`config.mk`:
```
export PLATFORM = sky130hd
export DESIGN_NAME = mem_stage_ctrl_flat
export DESIGN_NICKNAME = d
export VERILOG_FILES = /design/src/rtl/mem_stage_ctrl_if.sv /design/src/rtl/mem_stage_ctrl.sv /design/src/flat_wrapper.sv
export SDC_FILE = /design/constraint.sdc
export NUM_CORES = 1
export LEC_CHECK = 0
export ABC_AREA = 1
export ABC_CLOCK_PERIOD_IN_PS = 2800
export CORE_ASPECT_RATIO = 0.5
export CORE_UTILIZATION = 45
export DETAILED_ROUTE_END_ITERATION = 7
export HOLD_SLACK_MARGIN = 0.1
export PLACE_DENSITY = 0.8
export SLEW_MARGIN = 15
export SYNTH_ARGS = -nofsm -noshare
export SYNTH_HDL_FRONTEND = slang
export SYNTH_SLANG_ARGS = --single-unit
```
`constraint.sdc`:
```
create_clock -name Clk -period 2.8 [get_ports Clk]
set_input_delay 0.56 -clock Clk [delete_from_list [all_inputs] [get_ports Clk]]
set_output_delay 0.56 -clock Clk [all_outputs]
set_load 0.03 [all_outputs]
```
`src/rtl/mem_stage_ctrl_if.sv`:
```
// Memory-stage bus: the pipeline-side operation request and results, plus
// the data-memory port driven by the controller.
interface mem_stage_ctrl_if #(
  parameter int AW = 11,
  parameter int DW = 16
);
  // pipeline request
  logic          op_valid;
  logic [2:0]    op;
  logic [AW-1:0] ea;
  logic [DW-1:0] wdata;
  logic [31:0]   pc_in;
  // data memory port
  logic [DW-1:0] MemData;
  logic [AW-1:0] Addr;
  logic [DW-1:0] DataIn;
  logic          MemeWrite;
  logic          MemeRead;
  // results towards the pipeline
  logic          stall;
  logic [DW-1:0] rdata;
  logic          rdata_valid;
  logic [31:0]   pc_out;
  logic          pc_valid;
  logic [AW-1:0] sp;
  logic          stack_err;

  // upstream pipeline and memory side
  modport master (
    output op_valid, op, ea, wdata, pc_in, MemData,
    input  Addr, DataIn, MemeWrite, MemeRead, stall,
    input  rdata, rdata_valid, pc_out, pc_valid, sp, stack_err
  );

  // the memory-stage controller
  modport slave (
    input  op_valid, op, ea, wdata, pc_in, MemData,
    output Addr, DataIn, MemeWrite, MemeRead, stall,
    output rdata, rdata_valid, pc_out, pc_valid, sp, stack_err
  );
endinterface

```
`src/rtl/mem_stage_ctrl.sv`:
```
// Memory-stage controller: drives the data memory for loads, stores,
// push/pop and the two-word CALL/RET program-counter transfers, and owns
// the downward-growing stack pointer.
module mem_stage_ctrl #(
  parameter int            AW      = 11,
  parameter int            DW      = 16,
  parameter logic [AW-1:0] SP_INIT = 11'h7FF
) (
  input  logic                 Clk,
  input  logic                 Rst,
  mem_stage_ctrl_if.slave      bus
);

  localparam logic [2:0] OP_LDD  = 3'b001;
  localparam logic [2:0] OP_STD  = 3'b010;
  localparam logic [2:0] OP_PUSH = 3'b011;
  localparam logic [2:0] OP_POP  = 3'b100;
  localparam logic [2:0] OP_CALL = 3'b101;
  localparam logic [2:0] OP_RET  = 3'b110;

  typedef enum logic [1:0] {
    ST_IDLE  = 2'd0,
    ST_CALL2 = 2'd1,
    ST_RET2  = 2'd2
  } state_t;

  state_t        r_state;
  state_t        w_state_next;
  logic [AW-1:0] r_sp;
  logic [AW-1:0] w_sp_next;
  logic [DW-1:0] r_lo;
  logic [DW-1:0] w_lo_next;
  logic [DW-1:0] r_rdata;
  logic          r_rdata_valid;
  logic [31:0]   r_pc_out;
  logic          r_pc_valid;
  logic          r_stack_err;

  logic [AW-1:0] w_addr;
  logic [DW-1:0] w_din;
  logic          w_wr;
  logic          w_rd;
  logic          w_stall;
  logic          w_err_set;
  logic          w_rdata_load;
  logic          w_pc_load;

  // Stack steps wrap modulo 2^AW; the edge compares flag the wrap.
  logic [AW-1:0] w_sp_inc;
  logic [AW-1:0] w_sp_dec;
  logic          w_sp_max;
  logic          w_sp_zero;
  assign w_sp_inc  = r_sp + {{(AW-1){1'b0}}, 1'b1};
  assign w_sp_dec  = r_sp - {{(AW-1){1'b0}}, 1'b1};
  assign w_sp_max  = (r_sp == {AW{1'b1}});
  assign w_sp_zero = (r_sp == {AW{1'b0}});

  // State register.
  always_ff @(posedge Clk) begin
    if (Rst) begin
      r_state <= ST_IDLE;
    end else begin
      r_state <= w_state_next;
    end
  end

  // Next state, memory strobes and datapath controls; all quiet during reset.
  always_comb begin
    w_state_next = r_state;
    w_addr       = {AW{1'b0}};
    w_din        = {DW{1'b0}};
    w_wr         = 1'b0;
    w_rd         = 1'b0;
    w_stall      = 1'b0;
    w_sp_next    = r_sp;
    w_lo_next    = r_lo;
    w_err_set    = 1'b0;
    w_rdata_load = 1'b0;
    w_pc_load    = 1'b0;
    if (Rst) begin
      w_state_next = ST_IDLE;
    end else begin
      case (r_state)
        ST_IDLE: begin
          if (bus.op_valid) begin
            case (bus.op)
              OP_LDD: begin
                w_addr       = bus.ea;
                w_rd         = 1'b1;
                w_rdata_load = 1'b1;
              end
              OP_STD: begin
                w_addr = bus.ea;
                w_din  = bus.wdata;
                w_wr   = 1'b1;
              end
              OP_PUSH: begin
                w_addr    = r_sp;
                w_din     = bus.wdata;
                w_wr      = 1'b1;
                w_sp_next = w_sp_dec;
                w_err_set = w_sp_zero;
              end
              OP_POP: begin
                w_addr       = w_sp_inc;
                w_rd         = 1'b1;
                w_rdata_load = 1'b1;
                w_sp_next    = w_sp_inc;
                w_err_set    = w_sp_max;
              end
              OP_CALL: begin
                // high half first so the low half ends at the lower address
                w_addr       = r_sp;
                w_din        = bus.pc_in[31:16];
                w_wr         = 1'b1;
                w_stall      = 1'b1;
                w_lo_next    = bus.pc_in[15:0];
                w_sp_next    = w_sp_dec;
                w_err_set    = w_sp_zero;
                w_state_next = ST_CALL2;
              end
              OP_RET: begin
                w_addr       = w_sp_inc;
                w_rd         = 1'b1;
                w_stall      = 1'b1;
                w_lo_next    = bus.MemData;
                w_sp_next    = w_sp_inc;
                w_err_set    = w_sp_max;
                w_state_next = ST_RET2;
              end
              default: begin
                w_state_next = ST_IDLE;
              end
            endcase
          end else begin
            w_state_next = ST_IDLE;
          end
        end
        ST_CALL2: begin
          w_addr       = r_sp;
          w_din        = r_lo;
          w_wr         = 1'b1;
          w_sp_next    = w_sp_dec;
          w_err_set    = w_sp_zero;
          w_state_next = ST_IDLE;
        end
        ST_RET2: begin
          w_addr       = w_sp_inc;
          w_rd         = 1'b1;
          w_pc_load    = 1'b1;
          w_sp_next    = w_sp_inc;
          w_err_set    = w_sp_max;
          w_state_next = ST_IDLE;
        end
        default: begin
          w_state_next = ST_IDLE;
        end
      endcase
    end
  end

  // Stack pointer, latched half-word, results and sticky stack error.
  always_ff @(posedge Clk) begin
    if (Rst) begin
      r_sp          <= SP_INIT;
      r_lo          <= {DW{1'b0}};
      r_rdata       <= {DW{1'b0}};
      r_rdata_valid <= 1'b0;
      r_pc_out      <= 32'h0000_0000;
      r_pc_valid    <= 1'b0;
      r_stack_err   <= 1'b0;
    end else begin
      r_sp          <= w_sp_next;
      r_lo          <= w_lo_next;
      r_rdata_valid <= w_rdata_load;
      r_pc_valid    <= w_pc_load;
      if (w_rdata_load) begin
        r_rdata <= bus.MemData;
      end
      if (w_pc_load) begin
        r_pc_out <= {bus.MemData, r_lo};
      end
      if (w_err_set) begin
        r_stack_err <= 1'b1;
      end
    end
  end

  assign bus.Addr        = w_addr;
  assign bus.DataIn      = w_din;
  assign bus.MemeWrite   = w_wr;
  assign bus.MemeRead    = w_rd;
  assign bus.stall       = w_stall;
  assign bus.rdata       = r_rdata;
  assign bus.rdata_valid = r_rdata_valid;
  assign bus.pc_out      = r_pc_out;
  assign bus.pc_valid    = r_pc_valid;
  assign bus.sp          = r_sp;
  assign bus.stack_err   = r_stack_err;

endmodule

```
`src/flat_wrapper.sv`:
```
// flat-port wrapper written by rule: the top's interface ports become plain ports
module mem_stage_ctrl_flat 
#(
  parameter int            AW      = 11,
  parameter int            DW      = 16,
  parameter logic [AW-1:0] SP_INIT = 11'h7FF
)
  (Clk, Rst, bus_op_valid, bus_op, bus_ea, bus_wdata, bus_pc_in, bus_MemData, bus_Addr, bus_DataIn, bus_MemeWrite, bus_MemeRead, bus_stall, bus_rdata, bus_rdata_valid, bus_pc_out, bus_pc_valid, bus_sp, bus_stack_err);
  mem_stage_ctrl_if #(.AW(AW), .DW(DW)) bus_i ();
  input  logic Clk;
  input  logic Rst;
  input wire logic [$bits(bus_i.op_valid)-1:0] bus_op_valid;
  input wire logic [$bits(bus_i.op)-1:0] bus_op;
  input wire logic [$bits(bus_i.ea)-1:0] bus_ea;
  input wire logic [$bits(bus_i.wdata)-1:0] bus_wdata;
  input wire logic [$bits(bus_i.pc_in)-1:0] bus_pc_in;
  input wire logic [$bits(bus_i.MemData)-1:0] bus_MemData;
  output wire logic [$bits(bus_i.Addr)-1:0] bus_Addr;
  output wire logic [$bits(bus_i.DataIn)-1:0] bus_DataIn;
  output wire logic [$bits(bus_i.MemeWrite)-1:0] bus_MemeWrite;
  output wire logic [$bits(bus_i.MemeRead)-1:0] bus_MemeRead;
  output wire logic [$bits(bus_i.stall)-1:0] bus_stall;
  output wire logic [$bits(bus_i.rdata)-1:0] bus_rdata;
  output wire logic [$bits(bus_i.rdata_valid)-1:0] bus_rdata_valid;
  output wire logic [$bits(bus_i.pc_out)-1:0] bus_pc_out;
  output wire logic [$bits(bus_i.pc_valid)-1:0] bus_pc_valid;
  output wire logic [$bits(bus_i.sp)-1:0] bus_sp;
  output wire logic [$bits(bus_i.stack_err)-1:0] bus_stack_err;
  assign bus_i.op_valid = bus_op_valid;
  assign bus_i.op = bus_op;
  assign bus_i.ea = bus_ea;
  assign bus_i.wdata = bus_wdata;
  assign bus_i.pc_in = bus_pc_in;
  assign bus_i.MemData = bus_MemData;
  assign bus_Addr = bus_i.Addr;
  assign bus_DataIn = bus_i.DataIn;
  assign bus_MemeWrite = bus_i.MemeWrite;
  assign bus_MemeRead = bus_i.MemeRead;
  assign bus_stall = bus_i.stall;
  assign bus_rdata = bus_i.rdata;
  assign bus_rdata_valid = bus_i.rdata_valid;
  assign bus_pc_out = bus_i.pc_out;
  assign bus_pc_valid = bus_i.pc_valid;
  assign bus_sp = bus_i.sp;
  assign bus_stack_err = bus_i.stack_err;
  mem_stage_ctrl #(.AW(AW), .DW(DW), .SP_INIT(SP_INIT)) u_core (.Clk(Clk), .Rst(Rst), .bus(bus_i));
endmodule
```
**Word level (Yosys, flattened, before mapping)**

Cells that the tools add are included.

- Register bits after elaboration: 80
- Bits of input ports: 81
- Word-level logic and storage cells: 74

- Add/sub/neg operators: 2
- Equal/unequal tests: 11
- Muxes and demuxes: 35
- Bitwise gates (word level): 2
- Reductions and logical operators: 16

Operator list:

| cell | number |
|---|---|
| $pmux 11 s3 | 3 |
| $pmux 16 s2 | 3 |
| $mux 11 | 3 |
| $mux 16 | 2 |
| $pmux 11 s2 | 1 |
| $mux 1 | 18 |
| $reduce_or 2->1 | 6 |
| $add 11x1->11 const B | 1 |
| $eq 11x11->1 const B | 1 |
| $logic_not 11->1 | 1 |
| $sub 11x1->11 const B | 1 |
| $eq 3x3->1 const B | 3 |
| $reduce_or 3->1 | 3 |
| $eq 3x2->1 const B | 2 |
| $pmux 1 s2 | 3 |
| $pmux 2 s3 | 1 |
| $reduce_and 3->1 | 2 |
| $reduce_or 4->1 | 1 |
| $eq 3x1->1 const B | 1 |
| $ne 3x3->1 const B | 1 |
| $pmux 1 s3 | 1 |
| $reduce_bool 3->1 | 1 |
| $eq 2x1->1 const B | 1 |
| $eq 2x2->1 const B | 1 |
| 4 further kinds | 5 |

**Depth between registers and ports, before layout**

- Depth after elaboration: 6
- Depth in mapped cells: 11

**Worst setup path after synthesis**

No wires, ideal clock.

- Kind: register -> output
- From: register u_core.r_sp[1] (netlist: u_core.bus.sp[1])
- To: output port bus_Addr[6]
- Arrival: 2015 ps
- Required time: 2240 ps
- Setup slack: 225 ps
- Cell stages (with the launch flop): 10
- Path buffers: 0
- Cell sequence: dfxtp_1 ha_1 nand2_1 nor2_1 nand2_1 o21ai_0 nand2_1 nand2_1 a21oi_1 nor2_1

- Longest elaborated chain between the ends: 5

RTL lines:

| item | line | RTL |
|---|---|---|
| start, declared | mem_stage_ctrl.sv:29 | `logic [AW-1:0] r_sp;` |
| start signal, assigned | mem_stage_ctrl.sv:173 | `r_sp <= w_sp_next;` |
| $add 11x1->11 (*) | mem_stage_ctrl.sv:53 | `assign w_sp_inc = r_sp + {{(AW-1){1'b0}}, 1'b1};` |
| $pmux 11 s3 | mem_stage_ctrl.sv:86 | `case (bus.op)` |
| $mux 11 | mem_stage_ctrl.sv:85 | `if (bus.op_valid) begin` |
| $pmux 11 s3 (*) | mem_stage_ctrl.sv:83 | `case (r_state)` |
| $mux 11 (*) | mem_stage_ctrl.sv:80 | `if (Rst) begin` |
| end, declared | flat_wrapper.sv:18 | `output wire logic [$bits(bus_i.Addr)-1:0] bus_Addr;` |

Every way passes the cells marked *; elsewhere a longest branch is shown, timed or not.

**Worst setup path in the final report**

- From: input port bus_op[2]
- To: output port bus_Addr[7]

- Longest elaborated chain between the ends: 6
- Elaborated cells on any way between the ends: 13
- Classes of those cells: eq/ne (6); mux (4); reduce/logical (3)

RTL lines:

| item | line | RTL |
|---|---|---|
| start, declared | flat_wrapper.sv:13 | `input wire logic [$bits(bus_i.op)-1:0] bus_op;` |
| $eq 3x3->1, or another cell as far along | mem_stage_ctrl.sv:86 |  |
| $reduce_or 2->1 (no line) | -- |  |
| $pmux 11 s3 (*) | mem_stage_ctrl.sv:86 |  |
| $mux 11 (*) | mem_stage_ctrl.sv:85 |  |
| $pmux 11 s3 (*) | mem_stage_ctrl.sv:83 |  |
| $mux 11 (*) | mem_stage_ctrl.sv:80 |  |

Marks and branches as above.

==> flow_summary.toml <==
[setup_path]
worst_r2r_path_depth = 10
timing.critical_path.required_ns = 2.24
reg_to_reg_critical_path_startpoint = "u_core.r_state[0]$_SDFFE_PP0N_"
arrival_worst_endpoint_ns = 2.08
critical_path.endpoint_type = "output port"
r2r_end = "u_core.bus.rdata[9]$_SDFFE_PP0P_"
critPathMaxFanout = 9
r2r_setup_slack_ns = 0.81
startpoint_type = "input port"
critical_path_class = "input port to output port"

[flow_run]
cap_viol_max_count = 0

[synth]
synth.largest_area_cell = "dfxtp_1"
synth_cell_type_count = 34
ys.flop_type = "dfxtp_1"
yosys.area.top_type_share_pct = 34.2
seq_area_frac_synth_pct = 34.2
post-synth-top-count-cell = "nand2_1"
syn-instance-count = 734
synth_area_sq_um = 4690
synth-seq-cells = 80
synth.yosys.warnings = 0
synth.net_count = 823
async_flop_share_pct = 0
postSynthAreaPerCell_sq_um = 6.38
post_synth_main_area_contributors = "dfxtp_1 (34%), nand2_1 (13%), nor2_1 (8.6%), nand3_1 (8.4%), o21ai_0 (8.2%)"
synth_edf_count = 0
most_used_standard_cells_in_the_synthesized_netlist = "nand2_1 (161), nor2_1 (107), dfxtp_1 (80)"

[cells_and_area]
flow.area_growth_from_synthesis_pct = 48.8
post_route_cells_drive_above_1_share_pct = 12.1
layout.nets = 993
antenna_cells = 0
fin_util_pct = 71.4

[detailed_routing]
detail_route.iter0.violations = 395
firstDrtPassIters = 6
post-route-drc-count = 0
dr_total_vias = 5537
wl_per_cell_um = 15.2
route.antenna.remaining_nets = 0
vias_per_cell = 5.30
route.final.wire_length_mm = 15.8

[timing]
timing.fmax_mhz = 378
finalHoldViolations = 0
final_max_slew_viol_count = 0
grt_setup_unrepaired = "yes"
setup_violations = 0
timing.clock.skew_ns = 0.0105
final_period_minus_worst_setup_slack_ns = 2.64
timing.slew.headroom_pct = 69.9
worst_pin_slew_ns = 0.450
fin_crit_sh_pct = 94.4

[die]
fp.dieArea_sq_um = 10800
chipWidth_um = 146
io_pins = 173
core_area_sq_um = 9760
start_util_pct = 48.0
chipHeight_um = 74.2
rows = 25

[hold_path]
worstHoldPathCells = 2
worst_hold_endpoint = "u_core.bus.stack_err$_SDFFE_PP0P_"
class_of_the_tightest_hold_or_removal_check = "register to register"
hold_path.startpoint = "u_core.bus.stack_err$_SDFFE_PP0P_"

[clock_network]
numCtsBuffers = 9
tritoncts = "done"
worst_skew_pair.late_latency_ns = 0.34
root_buffer = "clkbuf_16"
clkSlewWorstSetupHoldPaths_ns = 0.06
cts_hold_buffers_added = 0
clock-sinks = 80
h-tree-depth = 3
cts_setup_buffers = 0
clock_path_buffers = 2

[placed_design]
placement.io_buffers = 172
finalWeightedCongestion = 0.989
dp_wirelength_mm = 11.1

[power]
peakVddDrop_mv = 0.377
power_density_nw_per_um2 = 477
power_leakage_nw = 3.03
total_power_mw = 3.32

[status]
status = "finished, final reports clean"

[grt]
grtUsageTotal_pct = 28.6
grt_pass1_wl_mm = 24.9
grt_antenna_before_repair = 0
grt_pass1_vias = 5110
grt-ovfl-total = 0
largest_net_degree_at_the_start_of_global_routing = 48
## metrics by stage
stage | setup TNS [ns] | std cells | hold slack, ns | setup slack (ns) | instance area (sq um)
floorplan | 0 | 734 | 0.473 | 0.225 | 4690
CTS | 0 | 1044 | 0.463 | 0.00471 | 6960
detailed placement | -0.874 | 1027 | 0.448 | -0.0768 | 6620
global route | -0.0241 | 1044 | 0.476 | -0.0241 | 6970
global placement | -0.368 | 1027 | 0.445 | -0.0843 | 6620
finish | 0 | 1044 | 0.470 | 0.157 | 6970
## critical path: stages
cell           delay, ns
dlygate4sd2_1       0.28
inv_2               0.10
nand2_1             0.07
nand2_1             0.13
nand2_4             0.11
a31oi_4             0.24
buf_12              0.15
nand2_1             0.05
a21oi_1             0.21
buf_12              0.16
## cell usage in the layout (no fill, tap or decap), types with 2 or more instances in the layout
cell,instances
nand2_1,160
clkdlybuf4s50_1,139
nor2_1,105
nand3_1,79
dfxtp_1,78
o21ai_0,76
a21oi_1,71
buf_4,58
inv_1,46
a211oi_1,16
clkbuf_16,9
inv_2,8
ha_1,6
buf_12,6
nand4_1,5
nor2_4,4
a21boi_0,4
xor2_1,3
inv_8,3
dlygate4sd2_1,3
nand3_2,2
a31oi_4,2
o21ai_1,2
ha_2,2
inv_6,2
dfxtp_2,2
## what timing repair did
item                       4_1_cts  5_1_grt
resized for setup                9        7
gates cloned                     1        0
pin swaps                        2        0
setup endpoints to repair       19        8
## area by class of cell
class	instances	area (sq um)
timing repair buffer	207	1980
tap	135	169
sequential	80	1600
multi-input combinational	550	2680
inverter	56	211
clock buffer	10	239
fill	826	2790
clock inverter	6	81.3
## how the worst max path moves through the flow
stage / end / slack (ns) / startpoint
floorplan: bus_Addr[6] / 0.22 / u_core.bus.sp[1]$_SDFFE_PP1P_
global placement: bus_Addr[9] / -0.08 / bus_op[1]
detailed placement: bus_Addr[9] / -0.08 / bus_op[1]
CTS: bus_Addr[7] / 0.005 / u_core.bus.sp[2]$_SDFFE_PP1P_
global route: bus_Addr[6] / -0.02 / u_core.bus.sp[1]$_SDFFE_PP1P_
finish: bus_Addr[7] / 0.16 / bus_op[2]
## state kept, by name (all words and copies together), names as in the netlist
register,cells
u_core.bus.sp,11
u_core.r_state,2
u_core.bus.stack_err,1
u_core.bus.rdata,16
u_core.bus.rdata_valid,1
u_core.bus.pc_out,32
u_core.r_lo,16
u_core.bus.pc_valid,1
## cell families (layout without fill, tap and decap cells)
group	Yosys count	in the layout	share of synthesized area [%]
AND/OR/NAND/NOR	359	359	32.0
flip-flops	80	80	34.2
XOR/XNOR	4	4	0.748
buffers and inverters	105	279	9.21
adder cells (fa/ha/maj)	8	8	2.14
AO/OA/AOI/OAI	178	179	21.7
## per-layer routing
| metal | wire, um | share of wire, % | vias up | GRT usage [%] |
|---|---|---|---|---|
| met5 | 0 | 0 | - | 0 |
| met4 | 280 | 1.8 | 0 | 7.87 |
| met3 | 1140 | 7.2 | 21 | 6.93 |
| met2 | 7560 | 48 | 222 | 51.5 |
| met1 | 6840 | 43 | 2536 | 34.8 |
| li1 | - | - | 2758 | - |
## where the power goes
group	internal [mW]	total [mW]	switching, mW
Combinational	0.347	0.812	0.465
Clock	0.741	1.27	0.530
Sequential	1.19	1.24	0.0529
Power figures use the tool's default switching activity.
